`src/rtl/uart_rx_ovs_if.sv`:
```
// Byte delivery bus of the oversampling UART receiver: held valid with ack, plus per-byte status.
interface uart_rx_ovs_if;
    logic [7:0] data;
    logic       readyop;
    logic       ack;
    logic       frame_err;
    logic       parity_err;
    logic       overrun;

    modport master (
        output data,
        output readyop,
        output frame_err,
        output parity_err,
        output overrun,
        input  ack
    );

    modport slave (
        input  data,
        input  readyop,
        input  frame_err,
        input  parity_err,
        input  overrun,
        output ack
    );
endinterface

```
`src/rtl/uart_rx_ovs.sv`:
```
// 16x oversampling UART receiver: 2-flop synchroniser, selectable tick divider,
// 2-of-3 mid-bit voting, optional parity, and a held valid/ack byte output.
//
// state     | meaning
// ----------+--------------------------------------------------------------
// IDLE      | line idle; config tracks inputs; a low tick starts a frame
// START     | qualifying the start bit; a high vote rejects it as a glitch
// DATA      | shifting in 8 data bits, LSB first
// PARITY    | sampling the parity bit and recording a mismatch
// STOP      | voting the stop bit; delivers the byte at mid-stop
// WAIT_HIGH | stop bit was low; hold off until the line returns high
module uart_rx_ovs #(
    parameter int DIV0 = 326,
    parameter int DIV1 = 163,
    parameter int DIV2 = 82,
    parameter int DIV3 = 27
) (
    input  logic          ipclk,
    input  logic          rstn,
    input  logic          rx,
    input  logic [1:0]    selection,
    input  logic          parity_en,
    input  logic          parity_odd,
    uart_rx_ovs_if.master rx_if
);

    typedef enum logic [2:0] {
        IDLE      = 3'd0,
        START     = 3'd1,
        DATA      = 3'd2,
        PARITY    = 3'd3,
        STOP      = 3'd4,
        WAIT_HIGH = 3'd5
    } state_t;

    state_t      state_q, state_d;

    logic        rx_meta_q, rx_s_q;
    logic [1:0]  sel_q;
    logic        par_en_q, par_odd_q;

    logic [15:0] tick_cnt_q, tick_cnt_d;
    logic [15:0] div_m1;
    logic        tick;

    logic [3:0]  samp_q, samp_d;
    logic        s7_q, s7_d, s8_q, s8_d;
    logic        maj, mid, last;
    logic [2:0]  bit_idx_q, bit_idx_d;
    logic [7:0]  shift_q, shift_d;
    logic        par_bad_q, par_bad_d;
    logic        deliver, stop_low;

    logic [7:0]  data_q, data_d;
    logic        readyop_q, readyop_d;
    logic        frame_err_q, frame_err_d;
    logic        parity_err_q, parity_err_d;
    logic        overrun_q, overrun_d;

    always_ff @(posedge ipclk or negedge rstn) begin
        if (!rstn) begin
            rx_meta_q <= 1'b1;
            rx_s_q    <= 1'b1;
        end else begin
            rx_meta_q <= rx;
            rx_s_q    <= rx_meta_q;
        end
    end

    // Configuration only follows the inputs between frames.
    always_ff @(posedge ipclk or negedge rstn) begin
        if (!rstn) begin
            sel_q     <= 2'd0;
            par_en_q  <= 1'b0;
            par_odd_q <= 1'b0;
        end else if (state_q == IDLE) begin
            sel_q     <= selection;
            par_en_q  <= parity_en;
            par_odd_q <= parity_odd;
        end
    end

    always_comb begin
        case (sel_q)
            2'd0:    div_m1 = 16'(DIV0 - 1);
            2'd1:    div_m1 = 16'(DIV1 - 1);
            2'd2:    div_m1 = 16'(DIV2 - 1);
            default: div_m1 = 16'(DIV3 - 1);
        endcase
        // >= keeps the counter bounded if a smaller divisor is selected mid-count.
        tick       = (tick_cnt_q >= div_m1);
        tick_cnt_d = tick ? 16'd0 : tick_cnt_q + 16'd1;
    end

    always_ff @(posedge ipclk or negedge rstn) begin
        if (!rstn) tick_cnt_q <= 16'd0;
        else       tick_cnt_q <= tick_cnt_d;
    end

    assign maj  = (s7_q & s8_q) | (s7_q & rx_s_q) | (s8_q & rx_s_q);
    assign mid  = tick && (samp_q == 4'd9);
    assign last = tick && (samp_q == 4'd15);

    always_comb begin
        state_d   = state_q;
        samp_d    = samp_q;
        s7_d      = s7_q;
        s8_d      = s8_q;
        bit_idx_d = bit_idx_q;
        shift_d   = shift_q;
        par_bad_d = par_bad_q;
        deliver   = 1'b0;
        stop_low  = 1'b0;

        if (tick && state_q != IDLE) begin
            samp_d = samp_q + 4'd1;
            if (samp_q == 4'd7) s7_d = rx_s_q;
            if (samp_q == 4'd8) s8_d = rx_s_q;
        end

        case (state_q)
            IDLE: begin
                samp_d = 4'd0;
                if (tick && !rx_s_q) begin
                    state_d   = START;
                    par_bad_d = 1'b0;
                end
            end
            START: begin
                if (mid && maj) begin
                    state_d = IDLE;
                end else if (last) begin
                    state_d   = DATA;
                    bit_idx_d = 3'd0;
                end
            end
            DATA: begin
                if (mid) shift_d = {maj, shift_q[7:1]};
                if (last) begin
                    if (bit_idx_q == 3'd7) state_d = par_en_q ? PARITY : STOP;
                    else                   bit_idx_d = bit_idx_q + 3'd1;
                end
            end
            PARITY: begin
                if (mid)  par_bad_d = ((^shift_q) ^ maj) != par_odd_q;
                if (last) state_d = STOP;
            end
            STOP: begin
                // Leaving at mid-stop leaves half a bit to catch a back-to-back start.
                if (mid) begin
                    deliver  = 1'b1;
                    stop_low = !maj;
                    state_d  = maj ? IDLE : WAIT_HIGH;
                end
            end
            WAIT_HIGH: begin
                if (tick && rx_s_q) state_d = IDLE;
            end
            default: state_d = IDLE;
        endcase
    end

    always_ff @(posedge ipclk or negedge rstn) begin
        if (!rstn) begin
            state_q   <= IDLE;
            samp_q    <= 4'd0;
            s7_q      <= 1'b1;
            s8_q      <= 1'b1;
            bit_idx_q <= 3'd0;
            shift_q   <= 8'h00;
            par_bad_q <= 1'b0;
        end else begin
            state_q   <= state_d;
            samp_q    <= samp_d;
            s7_q      <= s7_d;
            s8_q      <= s8_d;
            bit_idx_q <= bit_idx_d;
            shift_q   <= shift_d;
            par_bad_q <= par_bad_d;
        end
    end

    // A delivery coinciding with ack replaces the byte instead of overrunning.
    always_comb begin
        data_d       = data_q;
        readyop_d    = readyop_q;
        frame_err_d  = frame_err_q;
        parity_err_d = parity_err_q;
        overrun_d    = overrun_q;
        if (deliver) begin
            if (!readyop_q || rx_if.ack) begin
                data_d       = shift_q;
                frame_err_d  = stop_low;
                parity_err_d = par_bad_q;
                readyop_d    = 1'b1;
            end else begin
                overrun_d = 1'b1;
            end
        end else if (readyop_q && rx_if.ack) begin
            readyop_d = 1'b0;
        end
    end

    always_ff @(posedge ipclk or negedge rstn) begin
        if (!rstn) begin
            data_q       <= 8'h00;
            readyop_q    <= 1'b0;
            frame_err_q  <= 1'b0;
            parity_err_q <= 1'b0;
            overrun_q    <= 1'b0;
        end else begin
            data_q       <= data_d;
            readyop_q    <= readyop_d;
            frame_err_q  <= frame_err_d;
            parity_err_q <= parity_err_d;
            overrun_q    <= overrun_d;
        end
    end

    assign rx_if.data       = data_q;
    assign rx_if.readyop    = readyop_q;
    assign rx_if.frame_err  = frame_err_q;
    assign rx_if.parity_err = parity_err_q;
    assign rx_if.overrun    = overrun_q;

endmodule

```
`src/flat_wrapper.sv`:
```
// flat-port wrapper written by rule: the top's interface ports become plain ports
module uart_rx_ovs_flat 
#(
    parameter int DIV0 = 326,
    parameter int DIV1 = 163,
    parameter int DIV2 = 82,
    parameter int DIV3 = 27
)
  (ipclk, rstn, rx, selection, parity_en, parity_odd, rx_if_data, rx_if_readyop, rx_if_frame_err, rx_if_parity_err, rx_if_overrun, rx_if_ack);
  uart_rx_ovs_if rx_if_i ();
  input  logic ipclk;
  input  logic rstn;
  input  logic rx;
  input  logic [1:0] selection;
  input  logic parity_en;
  input  logic parity_odd;
  output wire logic [$bits(rx_if_i.data)-1:0] rx_if_data;
  output wire logic [$bits(rx_if_i.readyop)-1:0] rx_if_readyop;
  output wire logic [$bits(rx_if_i.frame_err)-1:0] rx_if_frame_err;
  output wire logic [$bits(rx_if_i.parity_err)-1:0] rx_if_parity_err;
  output wire logic [$bits(rx_if_i.overrun)-1:0] rx_if_overrun;
  input wire logic [$bits(rx_if_i.ack)-1:0] rx_if_ack;
  assign rx_if_data = rx_if_i.data;
  assign rx_if_readyop = rx_if_i.readyop;
  assign rx_if_frame_err = rx_if_i.frame_err;
  assign rx_if_parity_err = rx_if_i.parity_err;
  assign rx_if_overrun = rx_if_i.overrun;
  assign rx_if_i.ack = rx_if_ack;
  uart_rx_ovs #(.DIV0(DIV0), .DIV1(DIV1), .DIV2(DIV2), .DIV3(DIV3)) u_core (.ipclk(ipclk), .rstn(rstn), .rx(rx), .selection(selection), .parity_en(parity_en), .parity_odd(parity_odd), .rx_if(rx_if_i));
endmodule
```
`config.mk`:
```
export PLATFORM = sky130hd
export DESIGN_NAME = uart_rx_ovs_flat
export DESIGN_NICKNAME = d
export VERILOG_FILES = /design/src/rtl/uart_rx_ovs_if.sv /design/src/rtl/uart_rx_ovs.sv /design/src/flat_wrapper.sv
export SDC_FILE = /design/constraint.sdc
export NUM_CORES = 1
export LEC_CHECK = 0
export CORE_MARGIN = 3
export CORE_UTILIZATION = 50
export DETAILED_ROUTE_END_ITERATION = 8
export GPL_ROUTABILITY_DRIVEN = 0
export PLACE_DENSITY_LB_ADDON = 0.05
export SLEW_MARGIN = 20
export SYNTH_ARGS = -nofsm -noshare
export SYNTH_HDL_FRONTEND = slang
export SYNTH_SLANG_ARGS = --single-unit
```
`constraint.sdc`:
```
create_clock -name ipclk -period 2.4 [get_ports ipclk]
set_input_delay 0.36 -clock ipclk [delete_from_list [all_inputs] [get_ports ipclk]]
set_output_delay 0.36 -clock ipclk [all_outputs]
set_load 0.03 [all_outputs]
```
==> summary.md <==
| Metric | Value |
|---|---|
| Tot Pwr | `approximately 0.0026 W` |
| Post-synthesis sequential area ratio | `between 50% and 60%` |
| Post-synth EDFFs | `0` |
| Slew @ Worst Pin | `0.557 ns` |
| LEAKAGE | `approximately 1.5 nW` |
| Die W | `between 70 and 80 um` |
| Worst vdd ir | `~0.00042 V` |
| Die area | `between 0.006 and 0.007 mm2` |
| Global-route wire length before repair | `between 8 and 9 mm` |
| Final Hold Vio Count | `0` |
| Clock transition at the registers of the reported paths | `approximately 0.10 ns` |
| Worst EP required | `2.60 ns` |
| Critical Path AT | `between 2 and 3 ns` |
| Final Cycle Share | `102%` |
| Chip Height | `about 79 um` |
| Storage cell area | `between 0.001 and 0.0015 mm2` |
| Crit path max-delay family | `compound AO/OA/AOI/OAI gates` |
| DPL Wire Length | `approximately 3.4 mm` |
| Top_reg_cell synth | `dfrtp_1` |
| Final WL | `4.90 mm` |
| Cts hold-fix bufs | `0` |
| Combinational share of power | `between 30% and 40%` |
| DRT antenna net count | `0` |
| Synthesis Warnings | `0` |
| Async set or reset register ratio after synthesis | `100%` |
| Min cycle time layout | `~2.5 ns` |
| Syn-to-layout area delta | `28.2%` |
| Largest net degree at the start of global routing | `33` |
| PwrDens | `around 770 mW/mm2` |
| Critical Path Source Type | `flop` |
| H-tree depth | `2` |
| Clock skew | `0.00657 ns` |
| Via Count | `around 1800` |
| Min-Delay Path Class | `input port to asynchronous set/reset pin` |
| Number of global-route vias before repair | `around 1800` |
| Tot GR Track Use | `16.9%` |
| Port Buffers | `19` |
| Initial Util | `a little over half` |
| Initial antenna violation count | `0` |
| # IOs | `20` |
| Number of library cell types mapped by synthesis | `49` |
| Core ar. | `0.00494 mm2` |
| Setup WS post-layout | `-0.0532 ns` |
| Utilization after layout | `between 60% and 70%` |
| Syn Area/Cell | `11.5 um2` |
| Setup-failing EPs final | `4` |
| Starting DRT DRC Count | `78` |
| CP cell instances | `inv_2, nand2_4, ha_4, nand4b_1, a211oi_2, or3_4, nand4_1, a311oi_2, mux2_4` |
| Achievable Freq | `0.408 GHz` |
| Fillers | `between 300 and 400` |
| Drt drc | `0` |
| Layout Nets | `between 300 and 400` |
| Internal | `0.00171 W` |
| Status | `finished with violations` |
| Share of power burned in registers | `roughly 45%` |
| Pre-CTS WS | `-0.184 ns` |
| Sw frac | `a little over a third` |
| TNS Setup | `-0.102 ns` |
| NetSw | `between 0.0009 and 0.001 W` |
| Clk root buf | `clkbuf_8` |
| Wire per inst | `~14 um` |
| Clk buf depth | `2` |
| Largest stage delay, worst path | `~0.42 ns` |
| Crit path buf inv count | `1` |
| Max FO, Critical Path | `5` |
| Slew margin rel. | `between 60% and 70%` |
| Number of synthesized register bits | `55` |
| Failing checks | `negative setup slack` |
| DRT Pass-1 Iters | `4` |
| Multi-input logic area | `0.00139 mm2` |
| WS Path Type | `flop to flop` |
| Crit end category | `flop` |
| Clock Sinks | `55` |
| CP max stage cell | `a311oi_2` |
| Dominant cell type by area after synthesis | `dfrtp_1` |
| CTS buffer count | `5` |
| Inserted Diodes | `0` |
| Vias per std cell | `just over 5` |
| Synth area leaders | `dfrtp_1, mux2_2, ha_1` |
| CTS tree | `yes` |
| Cell Area, Synth | `0.00266 mm2` |
| Post-synth top area share | `a little under half` |
| Clk_lat worst skew | `between 0.3 and 0.4 ns` |
| Fraction of layout cells with a size suffix above 1 | `approximately 30%` |
| Fin Hold WS | `~0.025 ns` |
| Syn Inst Count | `231` |
| Clock Power Share | `19.6%` |
| Max cap viols | `0` |
| Rows | `25` |
| RSZ-0062 raised after global routing | `true` |
| GRT overflow | `0` |
| Max-slew violations | `0` |
[worst register-to-register path, cell delays in order, from the launching register on]
cell and delay [ns]:
dfrtp_1 0.40, inv_2 0.11, nand2_4 0.08, ha_4 0.27
nand4b_1 0.14, a211oi_2 0.26, or3_4 0.22, nand4_1 0.12
a311oi_2 0.42, mux2_4 0.33
[power by group through the flow]
| stage | clock [W] | combinational (W) | sequential, W |
|---|---|---|---|
| after floorplan | 0 | 0.000577 | 0.00116 |
| after global placement | 0 | 0.000768 | 0.00119 |
| after detailed placement | 0 | 0.000783 | 0.00120 |
| after CTS | 0.000536 | 0.000799 | 0.00118 |
| after global routing | 0.000580 | 0.00105 | 0.00120 |
| final | 0.000518 | 0.000937 | 0.00118 |
[cell families (layout without fill, tap and decap cells)]
kind of cell	after synthesis	in the layout	share of synthesized area (%)
adder cells (fa/ha/maj)	16	16	7.43
AND/OR/NAND/NOR	75	76	14.2
flip-flops	55	55	51.9
AO/OA/AOI/OAI	29	29	8.37
other	1	6	0.141
multiplexers	22	22	9.36
buffers and inverters	14	61	2.30
XOR/XNOR	19	19	6.25
[path summary, 6_finish.rpt]
kind                                                    to  depth (start not counted)                   startpoint  slack [ns]
max                          u_core.state_q[0]$_DFFE_PN0P_                          9  u_core.sel_q[1]$_DFFE_PN0P_       -0.05
min                        u_core.bit_idx_q[0]$_DFFE_PN0P_                          1                         rstn        0.03
max reg2reg                  u_core.state_q[0]$_DFFE_PN0P_                          9  u_core.sel_q[1]$_DFFE_PN0P_       -0.05
min reg2reg                        u_core.rx_s_q$_DFF_PN1_                          0   u_core.rx_meta_q$_DFF_PN1_        0.36
max in group asynchronous          u_core.rx_s_q$_DFF_PN1_                          2                         rstn        1.75
min in group ipclk                 u_core.rx_s_q$_DFF_PN1_                          0   u_core.rx_meta_q$_DFF_PN1_        0.36
[through the flow]
stage,instances,area [um2]
finish,351,3410
floorplan,236,2680
global placement,333,3070
detailed placement,333,3070
global route,351,3410
CTS,341,3180
[synthesized netlist by cell type, types with 2 or more instances]
master / n
nand3_1: 3
nand2_1: 18
a21oi_1: 4
ha_1: 15
xor2_1: 7
inv_1: 9
nor2_1: 25
mux2i_1: 2
dfrtp_1: 51
and4_1: 2
xnor2_1: 12
nor4_1: 2
nor3_1: 2
a32o_1: 4
dfstp_2: 4
a31oi_1: 3
clkbuf_1: 2
o21ai_0: 8
nor2b_1: 5
o211ai_1: 2
nand4_1: 6
mux2_2: 18
[repair_timing]
| item | CTS | global route |
|---|---|---|
| setup buffers | 0 | 10 |
| gates resized for setup | 5 | 30 |
| pin swaps | 1 | 13 |
| setup endpoints to repair | 27 | 22 |
| gates cloned | 0 | 1 |
| endpoints found under the hold margin | 0 | 0 |
[sequential cells by signal, indices dropped and copies added, names as in the netlist]
register	cells
u_core.tick_cnt_q	16
u_core.state_q	3
u_core.par_bad_q	1
u_core.s7_q	1
u_core.rx_s_q	1
u_core.s8_q	1
u_core.shift_q	8
u_core.sel_q	2
u_core.rx_if.frame_err	1
u_core.rx_if.overrun	1
u_core.par_en_q	1
u_core.par_odd_q	1
u_core.rx_if.parity_err	1
u_core.rx_meta_q	1
u_core.rx_if.readyop	1
u_core.samp_q	4
u_core.bit_idx_q	3
u_core.rx_if.data	8
[cell type report]
type                            count  share of cell area, %
Clock buffer                        5                   2.02
Clock inverter                      3                  0.660
Inverter                            9                  0.990
Multi-Input combinational cell    168                   40.7
Sequential cell                    55                   40.5
Tap cell                           67                   2.46
Timing Repair Buffer               44                   12.7
[metal layers]
layer | track usage [%] | vias to the layer above | part of all wire (%)
li1 | - | 910 | -
met3 | 4.20 | 6 | 3.0
met2 | 26.6 | 28 | 48
met4 | 4.64 | 0 | 1.1
met1 | 23.5 | 860 | 48
met5 | 0 | - | 0
[placed cells by master, fill, tap and decap left out, types with 3 or more instances in the layout]
| master | count |
|---|---|
| dfrtp_1 | 51 |
| nor2_1 | 22 |
| clkdlybuf4s50_1 | 18 |
| buf_4 | 18 |
| nand2_1 | 16 |
| mux2_2 | 16 |
| xnor2_1 | 12 |
| ha_1 | 11 |
| inv_1 | 7 |
| xor2_1 | 7 |
| nand4_1 | 6 |
| o21ai_0 | 6 |
| conb_1 | 6 |
| nor2b_1 | 5 |
| clkbuf_8 | 5 |
| a32o_1 | 4 |
| mux2_4 | 4 |
| ha_4 | 4 |
| buf_12 | 4 |
| dfstp_2 | 4 |
| nand2_4 | 3 |
| a21oi_1 | 3 |
| nand3_1 | 3 |
| nor2_2 | 3 |
| buf_6 | 3 |
(Power assumes the default switching activity.)
